$ cat src/rtl/ad5766_pkg.sv
// Shared definitions for the AD5766 offload command-memory sequencer:
// FSM state encodings, command word width and the program-length rule.
package ad5766_pkg;

  localparam int CMD_WORD_WIDTH = 16;

  localparam logic [2:0] STATE_IDLE    = 3'd0;
  localparam logic [2:0] STATE_DISABLE = 3'd1;
  localparam logic [2:0] STATE_CLEAR   = 3'd2;
  localparam logic [2:0] STATE_LOAD    = 3'd3;
  localparam logic [2:0] STATE_LOADED  = 3'd4;
  localparam logic [2:0] STATE_ARM     = 3'd5;
  localparam logic [2:0] STATE_RUN     = 3'd6;

  typedef enum logic [2:0] {
    S_IDLE    = STATE_IDLE,
    S_DISABLE = STATE_DISABLE,
    S_CLEAR   = STATE_CLEAR,
    S_LOAD    = STATE_LOAD,
    S_LOADED  = STATE_LOADED,
    S_ARM     = STATE_ARM,
    S_RUN     = STATE_RUN
  } ctrl_state_e;

  // A program must hold at least one word and fit in the command memory.
  function automatic logic prog_len_valid(input int len, input int depth);
    return (len > 0) && (len <= depth);
  endfunction

endpackage

$ cat src/rtl/ad5766_offload_timer.sv
// Saturating cycle counter bounding the wait for the offload to report enabled.
module ad5766_offload_timer #(
  parameter int TIMEOUT = 1024
) (
  input  logic clk_i,
  input  logic rstn_i,
  input  logic clear_i,
  input  logic en_i,
  output logic expired_o
);

  localparam int CNT_W = (TIMEOUT > 1) ? $clog2(TIMEOUT) : 1;
  localparam logic [CNT_W-1:0] CNT_LAST = CNT_W'(TIMEOUT - 1);

  logic [CNT_W-1:0] count_q;
  logic [CNT_W-1:0] count_d;

  assign expired_o = (count_q == CNT_LAST);

  // Next count: clear wins, otherwise count up and hold at the last value.
  always_comb begin
    count_d = count_q;
    if (clear_i) begin
      count_d = '0;
    end else if (en_i && !expired_o) begin
      count_d = count_q + CNT_W'(1);
    end else begin
      count_d = count_q;
    end
  end

  // Count register.
  always_ff @(posedge clk_i or negedge rstn_i) begin
    if (!rstn_i) begin
      count_q <= '0;
    end else begin
      count_q <= count_d;
    end
  end

endmodule

$ cat src/rtl/ad5766_offload_ctrl.sv
// AD5766 offload command-memory sequencer: drains the offload, clears and
// reloads the command memory from a word stream, then arms the offload.
module ad5766_offload_ctrl
  import ad5766_pkg::*;
#(
  parameter int CMD_MEM_ADDRESS_WIDTH = 4,
  parameter int ARM_TIMEOUT           = 1024
) (
  input  logic                           ctrl_clk,
  input  logic                           up_rstn,
  input  logic                           prog_start,
  input  logic [CMD_MEM_ADDRESS_WIDTH:0] prog_len,
  input  logic                           prog_word_valid,
  input  logic [CMD_WORD_WIDTH-1:0]      prog_word_data,
  output logic                           prog_word_ready,
  input  logic                           enable_req,
  input  logic                           disable_req,
  input  logic                           abort,
  output logic                           ctrl_cmd_wr_en,
  output logic [CMD_WORD_WIDTH-1:0]      ctrl_cmd_wr_data,
  output logic                           ctrl_mem_reset,
  output logic                           ctrl_enable,
  input  logic                           ctrl_enabled,
  output logic [2:0]                     state,
  output logic                           err
);

  localparam int LEN_W = CMD_MEM_ADDRESS_WIDTH + 1;
  localparam int DEPTH = 1 << CMD_MEM_ADDRESS_WIDTH;

  ctrl_state_e               state_q;
  ctrl_state_e               state_d;
  logic [LEN_W-1:0]          len_q;
  logic [LEN_W-1:0]          len_d;
  logic [LEN_W-1:0]          word_cnt_q;
  logic [LEN_W-1:0]          word_cnt_d;
  logic                      reload_q;
  logic                      reload_d;
  logic                      discard_q;
  logic                      discard_d;
  logic                      err_q;
  logic                      err_d;
  logic                      wr_en_q;
  logic                      wr_en_d;
  logic [CMD_WORD_WIDTH-1:0] wr_data_q;
  logic [CMD_WORD_WIDTH-1:0] wr_data_d;
  logic                      mem_reset_q;
  logic                      mem_reset_d;
  logic                      enable_q;
  logic                      enable_d;

  logic accept_s;
  logic len_ok_s;
  logic start_here_s;
  logic last_word_s;
  logic arm_expired_s;

  assign prog_word_ready = (state_q == S_LOAD);
  assign accept_s        = prog_word_valid & prog_word_ready;
  assign len_ok_s        = prog_len_valid(int'(prog_len), DEPTH);
  assign start_here_s    = (state_q == S_IDLE) || (state_q == S_LOADED) || (state_q == S_RUN);
  assign last_word_s     = (word_cnt_q == (len_q - LEN_W'(1)));

  ad5766_offload_timer #(
    .TIMEOUT (ARM_TIMEOUT)
  ) u_arm_timer (
    .clk_i     (ctrl_clk),
    .rstn_i    (up_rstn),
    .clear_i   (state_q != S_ARM),
    .en_i      (state_q == S_ARM),
    .expired_o (arm_expired_s)
  );

  // Next-state and registered-output decode; abort > prog_start > disable_req > enable_req.
  always_comb begin
    state_d    = state_q;
    len_d      = len_q;
    word_cnt_d = word_cnt_q;
    reload_d   = reload_q;
    discard_d  = discard_q;
    err_d      = 1'b0;
    wr_en_d    = accept_s;
    wr_data_d  = accept_s ? prog_word_data : wr_data_q;

    if (abort && (state_q != S_IDLE)) begin
      reload_d  = 1'b0;
      discard_d = 1'b1;
      state_d   = S_DISABLE;
    end else if (prog_start && start_here_s) begin
      if (len_ok_s) begin
        len_d    = prog_len;
        reload_d = 1'b1;
        state_d  = S_DISABLE;
      end else begin
        err_d = 1'b1;
      end
    end else begin
      case (state_q)
        S_IDLE: state_d = S_IDLE;
        // No timeout here: the offload has to finish its current transfer.
        S_DISABLE: begin
          if (ctrl_enabled) begin
            state_d = S_DISABLE;
          end else if (reload_q) begin
            reload_d = 1'b0;
            state_d  = S_CLEAR;
          end else if (discard_q) begin
            discard_d = 1'b0;
            state_d   = S_IDLE;
          end else begin
            state_d = S_LOADED;
          end
        end
        S_CLEAR: begin
          word_cnt_d = '0;
          state_d    = S_LOAD;
        end
        S_LOAD: begin
          if (accept_s) begin
            word_cnt_d = word_cnt_q + LEN_W'(1);
            state_d    = last_word_s ? S_LOADED : S_LOAD;
          end else begin
            state_d = S_LOAD;
          end
        end
        S_LOADED: state_d = enable_req ? S_ARM : S_LOADED;
        S_ARM: begin
          if (ctrl_enabled) begin
            state_d = S_RUN;
          end else if (arm_expired_s) begin
            err_d   = 1'b1;
            state_d = S_DISABLE;
          end else begin
            state_d = S_ARM;
          end
        end
        S_RUN: state_d = disable_req ? S_DISABLE : S_RUN;
        default: state_d = S_IDLE;
      endcase
    end

    mem_reset_d = (state_d == S_CLEAR);
    enable_d    = (state_d == S_ARM) || (state_d == S_RUN);
  end

  // State, bookkeeping and registered outputs.
  always_ff @(posedge ctrl_clk or negedge up_rstn) begin
    if (!up_rstn) begin
      state_q     <= S_IDLE;
      len_q       <= '0;
      word_cnt_q  <= '0;
      reload_q    <= 1'b0;
      discard_q   <= 1'b0;
      err_q       <= 1'b0;
      wr_en_q     <= 1'b0;
      wr_data_q   <= '0;
      mem_reset_q <= 1'b0;
      enable_q    <= 1'b0;
    end else begin
      state_q     <= state_d;
      len_q       <= len_d;
      word_cnt_q  <= word_cnt_d;
      reload_q    <= reload_d;
      discard_q   <= discard_d;
      err_q       <= err_d;
      wr_en_q     <= wr_en_d;
      wr_data_q   <= wr_data_d;
      mem_reset_q <= mem_reset_d;
      enable_q    <= enable_d;
    end
  end

  assign state            = state_q;
  assign err              = err_q;
  assign ctrl_cmd_wr_en   = wr_en_q;
  assign ctrl_cmd_wr_data = wr_data_q;
  assign ctrl_mem_reset   = mem_reset_q;
  assign ctrl_enable      = enable_q;

endmodule

$ cat config.mk
export PLATFORM = sky130hd
export DESIGN_NAME = ad5766_offload_ctrl
export DESIGN_NICKNAME = d
export VERILOG_FILES = /design/src/rtl/ad5766_pkg.sv /design/src/rtl/ad5766_offload_timer.sv /design/src/rtl/ad5766_offload_ctrl.sv
export SDC_FILE = /design/constraint.sdc
export NUM_CORES = 1
export LEC_CHECK = 0
export BUFFER_PORTS_ARGS = -buffer_cell sky130_fd_sc_hd__buf_2
export CAP_MARGIN = 20
export CORE_ASPECT_RATIO = 1.2
export CORE_MARGIN = 8
export CORE_UTILIZATION = 45
export CTS_BUF_LIST = sky130_fd_sc_hd__clkbuf_8
export DETAILED_ROUTE_END_ITERATION = 10
export GPL_TIMING_DRIVEN = 0
export PLACE_DENSITY = 0.69
export SLEW_MARGIN = 10
export SYNTH_ARGS = -nofsm -noshare
export SYNTH_HDL_FRONTEND = slang
export SYNTH_SLANG_ARGS = --single-unit
$ cat constraint.sdc
create_clock -name ctrl_clk -period 5.45 [get_ports ctrl_clk]
set_clock_uncertainty 0.05 [all_clocks]
set_input_delay 0.2725 -clock ctrl_clk [delete_from_list [all_inputs] [get_ports ctrl_clk]]
set_output_delay 0.2725 -clock ctrl_clk [all_outputs]
set_load 0.01 [all_outputs]
# After elaboration in Yosys (flattened, before gate mapping)
# Index checks and enable logic that the tools add are counted.
totals:
  register_bits: 45
  latch_bits: 0
  ram_bits: 0
  mem_bits_ro: 0
  in_bits: 29
  out_inout_bits: 24
  wordCells: 88
  memories: 0
op_classes:
  add_sub_neg: 3
  mul: 0
  div_mod_pow: 0
  order_cmp: 2
  n_eq_ne: 18
  n_shift: 0
  n_mux: 33
  n_bitwise: 3
  n_reduce_logical: 18
ops:
  columns: ["op", "count"]
  rows:
  - ["3-bit two-way mux", 11]
  - ["10-bit two-way mux", 2]
  - ["3-bit case mux with 6 select lines", 1]
  - ["1-bit two-way mux", 17]
  - ["3-bit == test, second input constant", 5]
  - ["10-bit by 1-bit adder with 10-bit output, second input constant", 1]
  - ["10-bit == test, second input constant", 1]
  - ["5-bit case mux with 2 select lines", 1]
  - ["3-bit by 2-bit == test with 1-bit output, second input constant", 3]
  - ["4-bit AND reduction", 2]
  - ["2-bit by 1-bit != test with 1-bit output, second input constant", 3]
  - ["3-bit != test, second input constant", 2]
  - ["3-bit AND reduction", 2]
  - ["2-bit nonzero test", 3]
  - ["3-bit nonzero test", 2]
  - ["5-bit by 1-bit adder with 5-bit output, second input constant", 1]
  - ["5-bit == test", 1]
  - ["5-bit by 1-bit greater-than comparator with 1-bit output, second input constant", 1]
  - ["5-bit <= comparator, second input constant", 1]
  - ["5-bit two-way mux", 1]
  - ["5-bit by 1-bit subtractor with 5-bit output, second input constant", 1]
  - ["1-bit logical AND", 4]
  - ["3-bit by 1-bit == test with 1-bit output, second input constant", 1]
  - ["3-bit logical NOT", 1]
  - ["other kinds (6)", 9]

# Depth between registers and ports, before layout
depth:
  ltp_word: 9
  mapped_depth: 8
  mapped_depth_nobuf: 8

# Hierarchy
# A second synthesis with hierarchy kept.
hier_totals:
  hier_cells: 220
  area_unflattened_um2: 2324.7
modules_own_cells:
  columns: ["mod", "instances", "cells_per_inst", "area_per_inst_um2", "seq_area_each_um2"]
  rows:
  - ["ad5766_offload_ctrl", 1, 164, 1759.2, 875.8]
  - ["ad5766_offload_timer", 1, 56, 565.5, 250.2]

# Least setup slack after synthesis
# Ideal clock, no wire load.
synth_timing:
  path_type: "reg-to-reg"
  start: "reg state_q[2] (netlist: state[2])"
  end: "reg wr_data_q[10] (netlist: ctrl_cmd_wr_data[10])"
  setup_ps: 128
  t_arrival_ps: 1780
  required_time_ps: 5272
  setup_slack_ps: 3492
  path_stages_with_launch: 8
  path_buffers: 3
  period_less_slack_ps: 1958
  path_cell_list: "dfrtp_1 buf_2 and3b_1 clkbuf_1 nand2_1 inv_2 buf_2 mux2_1"
synth_between:
  elab_chain_len: 2
synth_lines:
  columns: ["item", "line", "source"]
  rows:
  - ["from (decl)", "ad5766_offload_ctrl.sv:31", "ctrl_state_e state_q;"]
  - ["from (signal assigned)", "ad5766_offload_ctrl.sv:160", "state_q <= state_d;"]
  - ["3-bit by 2-bit == test with 1-bit output", "ad5766_offload_ctrl.sv:58", "assign prog_word_ready = (state_q == S_LOAD);"]
  - ["via prog_word_ready", "ad5766_offload_ctrl.sv:15", "output logic prog_word_ready,"]
  - ["1-bit AND", "ad5766_offload_ctrl.sv:59", "assign accept_s = prog_word_valid & prog_word_ready;"]
  - ["via accept_s", "ad5766_offload_ctrl.sv:52", "logic accept_s;"]
  - ["to (signal assigned)", "ad5766_offload_ctrl.sv:167", "wr_data_q <= wr_data_d;"]
  - ["to (decl)", "ad5766_offload_ctrl.sv:45", "logic [CMD_WORD_WIDTH-1:0] wr_data_q;"]
# The timed path passes the listed nets, and every way through them passes these cells.
# A chain may end at the register's enable or synchronous reset.

# Worst setup path after layout
layout_timing:
  start: "reg state_q[0] (netlist: state[0])"
  end: "reg mem_reset_q (netlist: ctrl_mem_reset)"
layout_between:
  elab_chain_len: 7
  elab_cells_between_ends: 19
  cone_classes: "eq/ne: 7; mux: 5; bitwise: 1; reduce/logical: 6"
layout_lines:
  columns: ["item", "line", "source"]
  rows:
  - ["3-bit by 2-bit == test with 1-bit output, or another cell as far along", "ad5766_offload_ctrl.sv:58, ad5766_offload_ctrl.sv:98", null]
  - ["1-bit AND or 1-bit logical OR (tied branches)", "ad5766_offload_ctrl.sv:59, ad5766_offload_ctrl.sv:61", null]
  - ["3-bit two-way mux or 1-bit logical OR (tied branches)", "ad5766_offload_ctrl.sv:119, ad5766_offload_ctrl.sv:61", null]
  - ["3-bit case mux with 6 select lines or 1-bit logical AND (tied branches)", "ad5766_offload_ctrl.sv:98, ad5766_offload_ctrl.sv:89", null]
  - ["3-bit two-way mux", "ad5766_offload_ctrl.sv:89", "end else if (prog_start && start_here_s) begin"]
  - ["3-bit two-way mux (*)", "ad5766_offload_ctrl.sv:85", "if (abort && (state_q != S_IDLE)) begin"]
  - ["via state_d[1]", "ad5766_offload_ctrl.sv:32", "ctrl_state_e state_d;"]
  - ["3-bit by 2-bit == test with 1-bit output (*)", "ad5766_offload_ctrl.sv:142", "mem_reset_d = (state_d == S_CLEAR);"]
  - ["via mem_reset_d", "ad5766_offload_ctrl.sv:48", "logic mem_reset_d;"]
  - ["to (signal assigned)", "ad5766_offload_ctrl.sv:168", "mem_reset_q <= mem_reset_d;"]
  - ["to (decl)", "ad5766_offload_ctrl.sv:47", "logic mem_reset_q;"]
# Mark *: on every way through the listed nets, which the timed path passes. The rest lies on a longest branch.

==> metrics <==
total negative slack for setup checks 0 ns; placement-stage worst setup slack 3.22 ns; placer's final routability congestion estimate roughly 0.85; via count of the first global-routing pass 1787; number of vias per cell 5.21; design area about 2700 um2; standby leakage power ~0.0013 uW; total number of placement rows 28; crit path max fanout 10; I/O pin count 53; number of instances on the worst hold path 2; clk sink count 45; Core Area about 5000 um2; antenna viol nets, final 0; overall die area ~7500 um2; met3 Use GR roughly 4.6%; GR Util met2 between 20% and 30%; final antenna diode count 0; cell count of the worst reg-to-reg path 7; switching share of power 36.3%; fraction of registers with async set/reset 100%; relative contribution of the clock network to total power between 10% and 20%; CTS H-Tree Depth 2; area grow syn2layout 20.1%; power share of the combinational group 38.1%; chip width about 81 um; First-pass DRT Iterations 4; max capacitance violation total 0; ranking of synthesized cells by area sky130_fd_sc_hd__dfrtp_1 50%, sky130_fd_sc_hd__mux2_1 6.5%, sky130_fd_sc_hd__mux2_2 4.0%; Worst Setup Slack, final 3.21 ns; status finished clean; global-route wire length before repair 8250 um; total of endpoints with negative setup slack in the final report 0; final clock period utilization by the worst path slightly above 40%; most instantiated flip-flop cell in the synthesis netlist sky130_fd_sc_hd__dfrtp_1; clock tree from TritonCTS built; number of setup buffers added after CTS 0; Mapped Area approximately 2200 um2; final net count 305; instance count of the mapped netlist 213; clock root cell sky130_fd_sc_hd__clkbuf_8; Psw 412 uW; Post-Place Cell Area 2580 um2; endpoint required time on the critical path around 5.6 ns; Syn Area/Cell between 10 and 15 um2; number of max-slew violations in the final report 0; proportion of synthesized chip area in sequential cells 50.1%; starting utilization of the core area 46.2%; Worst Setup Path Type reg -> reg; WL per Instance ~15 um; worst max-slew margin expressed relative to the limit between 60% and 70%; DR DRC count 0; startpoint types register; GRT Total Usage around 14%; Clock Pin Slew Worst Setup and Hold Paths 0.09 ns; RSZ-0062 raised after global routing no; total vias in the final route 1739; most common cell in the synthesized netlist sky130_fd_sc_hd__dfrtp_1; dpl hpwl 3710 um; library cells used by synthesis 46; DRC marker count from the first detailed-route iteration between 90 and 100; element type at the critical path end register; min cycle time layout approximately 2.2 ns; power density over the cells roughly 420 nW/um2; cell total after placement roughly 320; number of enable flip-flop cells after synthesis 0; cell accounting for the most synthesized area sky130_fd_sc_hd__dfrtp_1; number of warning messages in the yosys log 0; residual overflow from global routing 0; number of hold-slack violations in the final timing report 0; worst min path class in -> reg; pin count of the biggest net entering global routing 46; most used routing layer met2; number of resized instances in the post-cts repair step 0; maximum VDD drop between 0.00015 and 0.0002 V; Die Ht between 90 and 100 um; peak clock frequency supported by timing 446 MHz; GR met1 Demand/Resource roughly 16%; total clock buffers created by CTS 5; initial antenna violation count 0; post-synthesis net count 245; clock latency reported for the late side of the worst-skew pair about 0.30 ns; internal power contribution between 700 and 800 uW; Core Util, Final roughly 55%; slew at the pin closest to its max-slew limit 0.471 ns; Detailed Route WL slightly below 5000 um; top post-synthesis cells by count 45 x sky130_fd_sc_hd__dfrtp_1, 20 x sky130_fd_sc_hd__nor2_1, 13 x sky130_fd_sc_hd__mux2_1; maximum number of buffers from clock root to sink 2; hold_buf cts 0; PortBufs 51; post-synthesis sequential element count 45; share of layout cells above drive strength 1 between 20% and 30%; proportion of power drawn by flip-flops and latches a little over two fifths; fraction of synthesized cell area taken by the top area cell type 50.1%; FILL cells approximately 450; Crit path arrival time ~2.4 ns; fin cells approximately 330
cell families after synthesis:
family,count (synthesis),synth area share (%)
XOR/XNOR,14,5.45
buffers and inverters,16,2.84
multiplexers,23,11.4
adder cells (fa/ha/maj),3,1.67
AND/OR/NAND/NOR,76,18.0
flip-flops,45,50.1
AO/OA/AOI/OAI,36,10.6
critical path, stage by stage, from the launching register on:
cell,delay [ns]
sky130_fd_sc_hd__dfrtp_1,0.42
sky130_fd_sc_hd__clkbuf_1,0.25
sky130_fd_sc_hd__inv_2,0.18
sky130_fd_sc_hd__nand2_1,0.09
sky130_fd_sc_hd__a211oi_1,0.38
sky130_fd_sc_hd__nor2b_1,0.35
sky130_fd_sc_hd__a22o_1,0.21
sky130_fd_sc_hd__nor3b_2,0.23
flip-flops by register name, indices dropped and copies added (netlist names):
signal / flops
err: 1
discard_q: 1
state: 3
reload_q: 1
ctrl_cmd_wr_en: 1
ctrl_cmd_wr_data: 16
ctrl_mem_reset: 1
word_cnt_q: 5
ctrl_enable: 1
len_q: 5
u_arm_timer.count_q: 10
final cells by class:
type | count | area (um2) | area share, %
plain buffers | 9 | 37.5 | 1.39
clock buffers | 5 | 68.8 | 2.55
clock inverters | 3 | 22.5 | 0.834
inverters | 7 | 26.3 | 0.973
multi-input cells | 152 | 1060 | 39.2
flip-flops and latches | 45 | 1130 | 41.7
well taps | 60 | 75.1 | 2.78
repair buffers | 53 | 285 | 10.6
cells in the final DEF, fill, tap and decap left out, types with 3 or more instances in the layout:
| master | count |
|---|---|
| sky130_fd_sc_hd__inv_1 | 5 |
| sky130_fd_sc_hd__nand2b_1 | 5 |
| sky130_fd_sc_hd__nor2b_1 | 5 |
| sky130_fd_sc_hd__nand2_1 | 12 |
| sky130_fd_sc_hd__xor2_1 | 8 |
| sky130_fd_sc_hd__xnor2_1 | 6 |
| sky130_fd_sc_hd__buf_2 | 54 |
| sky130_fd_sc_hd__nor3_1 | 9 |
| sky130_fd_sc_hd__dfrtp_1 | 45 |
| sky130_fd_sc_hd__o21ai_0 | 9 |
| sky130_fd_sc_hd__mux2_1 | 13 |
| sky130_fd_sc_hd__ha_1 | 3 |
| sky130_fd_sc_hd__nand3_1 | 7 |
| sky130_fd_sc_hd__clkbuf_1 | 6 |
| sky130_fd_sc_hd__clkbuf_8 | 5 |
| sky130_fd_sc_hd__nor2_1 | 20 |
| sky130_fd_sc_hd__mux2_2 | 8 |
| sky130_fd_sc_hd__and3b_1 | 3 |
| sky130_fd_sc_hd__a21oi_1 | 10 |
power by group through the flow:
| stage | clock network [uW] | registers [uW] | logic [uW] |
|---|---|---|---|
| 2_1_floorplan | 0 | 518 | 270 |
| 3_3_place_gp | 0 | 499 | 428 |
| 3_5_place_dp | 0 | 502 | 436 |
| 4_1_cts | 218 | 496 | 438 |
| 5_1_grt | 231 | 510 | 485 |
| 6_report | 208 | 494 | 433 |
stage by stage:
step	total power [uW]	hold WS, ns
2_1_floorplan	789	-0.0731
3_3_place_gp	927	0.412
3_5_place_dp	939	0.419
4_1_cts	1150	0.123
5_1_grt	1230	0.123
6_report	1140	0.136
metal layers:
| metal | vias to the layer above | wire (um) |
|---|---|---|
| met4 | 0 | 47 |
| met5 | - | 0 |
| met3 | 6 | 316 |
| met2 | 36 | 2450 |
| met1 | 824 | 2050 |
| li1 | 873 | - |
final timing paths:
path,slack [ns],from,endpoint
worst max-delay path,3.21,state[0],ctrl_mem_reset
worst min-delay path,0.14,prog_word_data[11],ctrl_cmd_wr_data[11]
worst max register to register,3.21,state[0],ctrl_mem_reset
worst min register to register,0.44,ctrl_cmd_wr_data[12],ctrl_cmd_wr_data[12]
max in group asynchronous,4.51,up_rstn,ctrl_cmd_wr_data[4]
min in group asynchronous,0.36,up_rstn,state[0]
(Power assumes the default switching activity.)
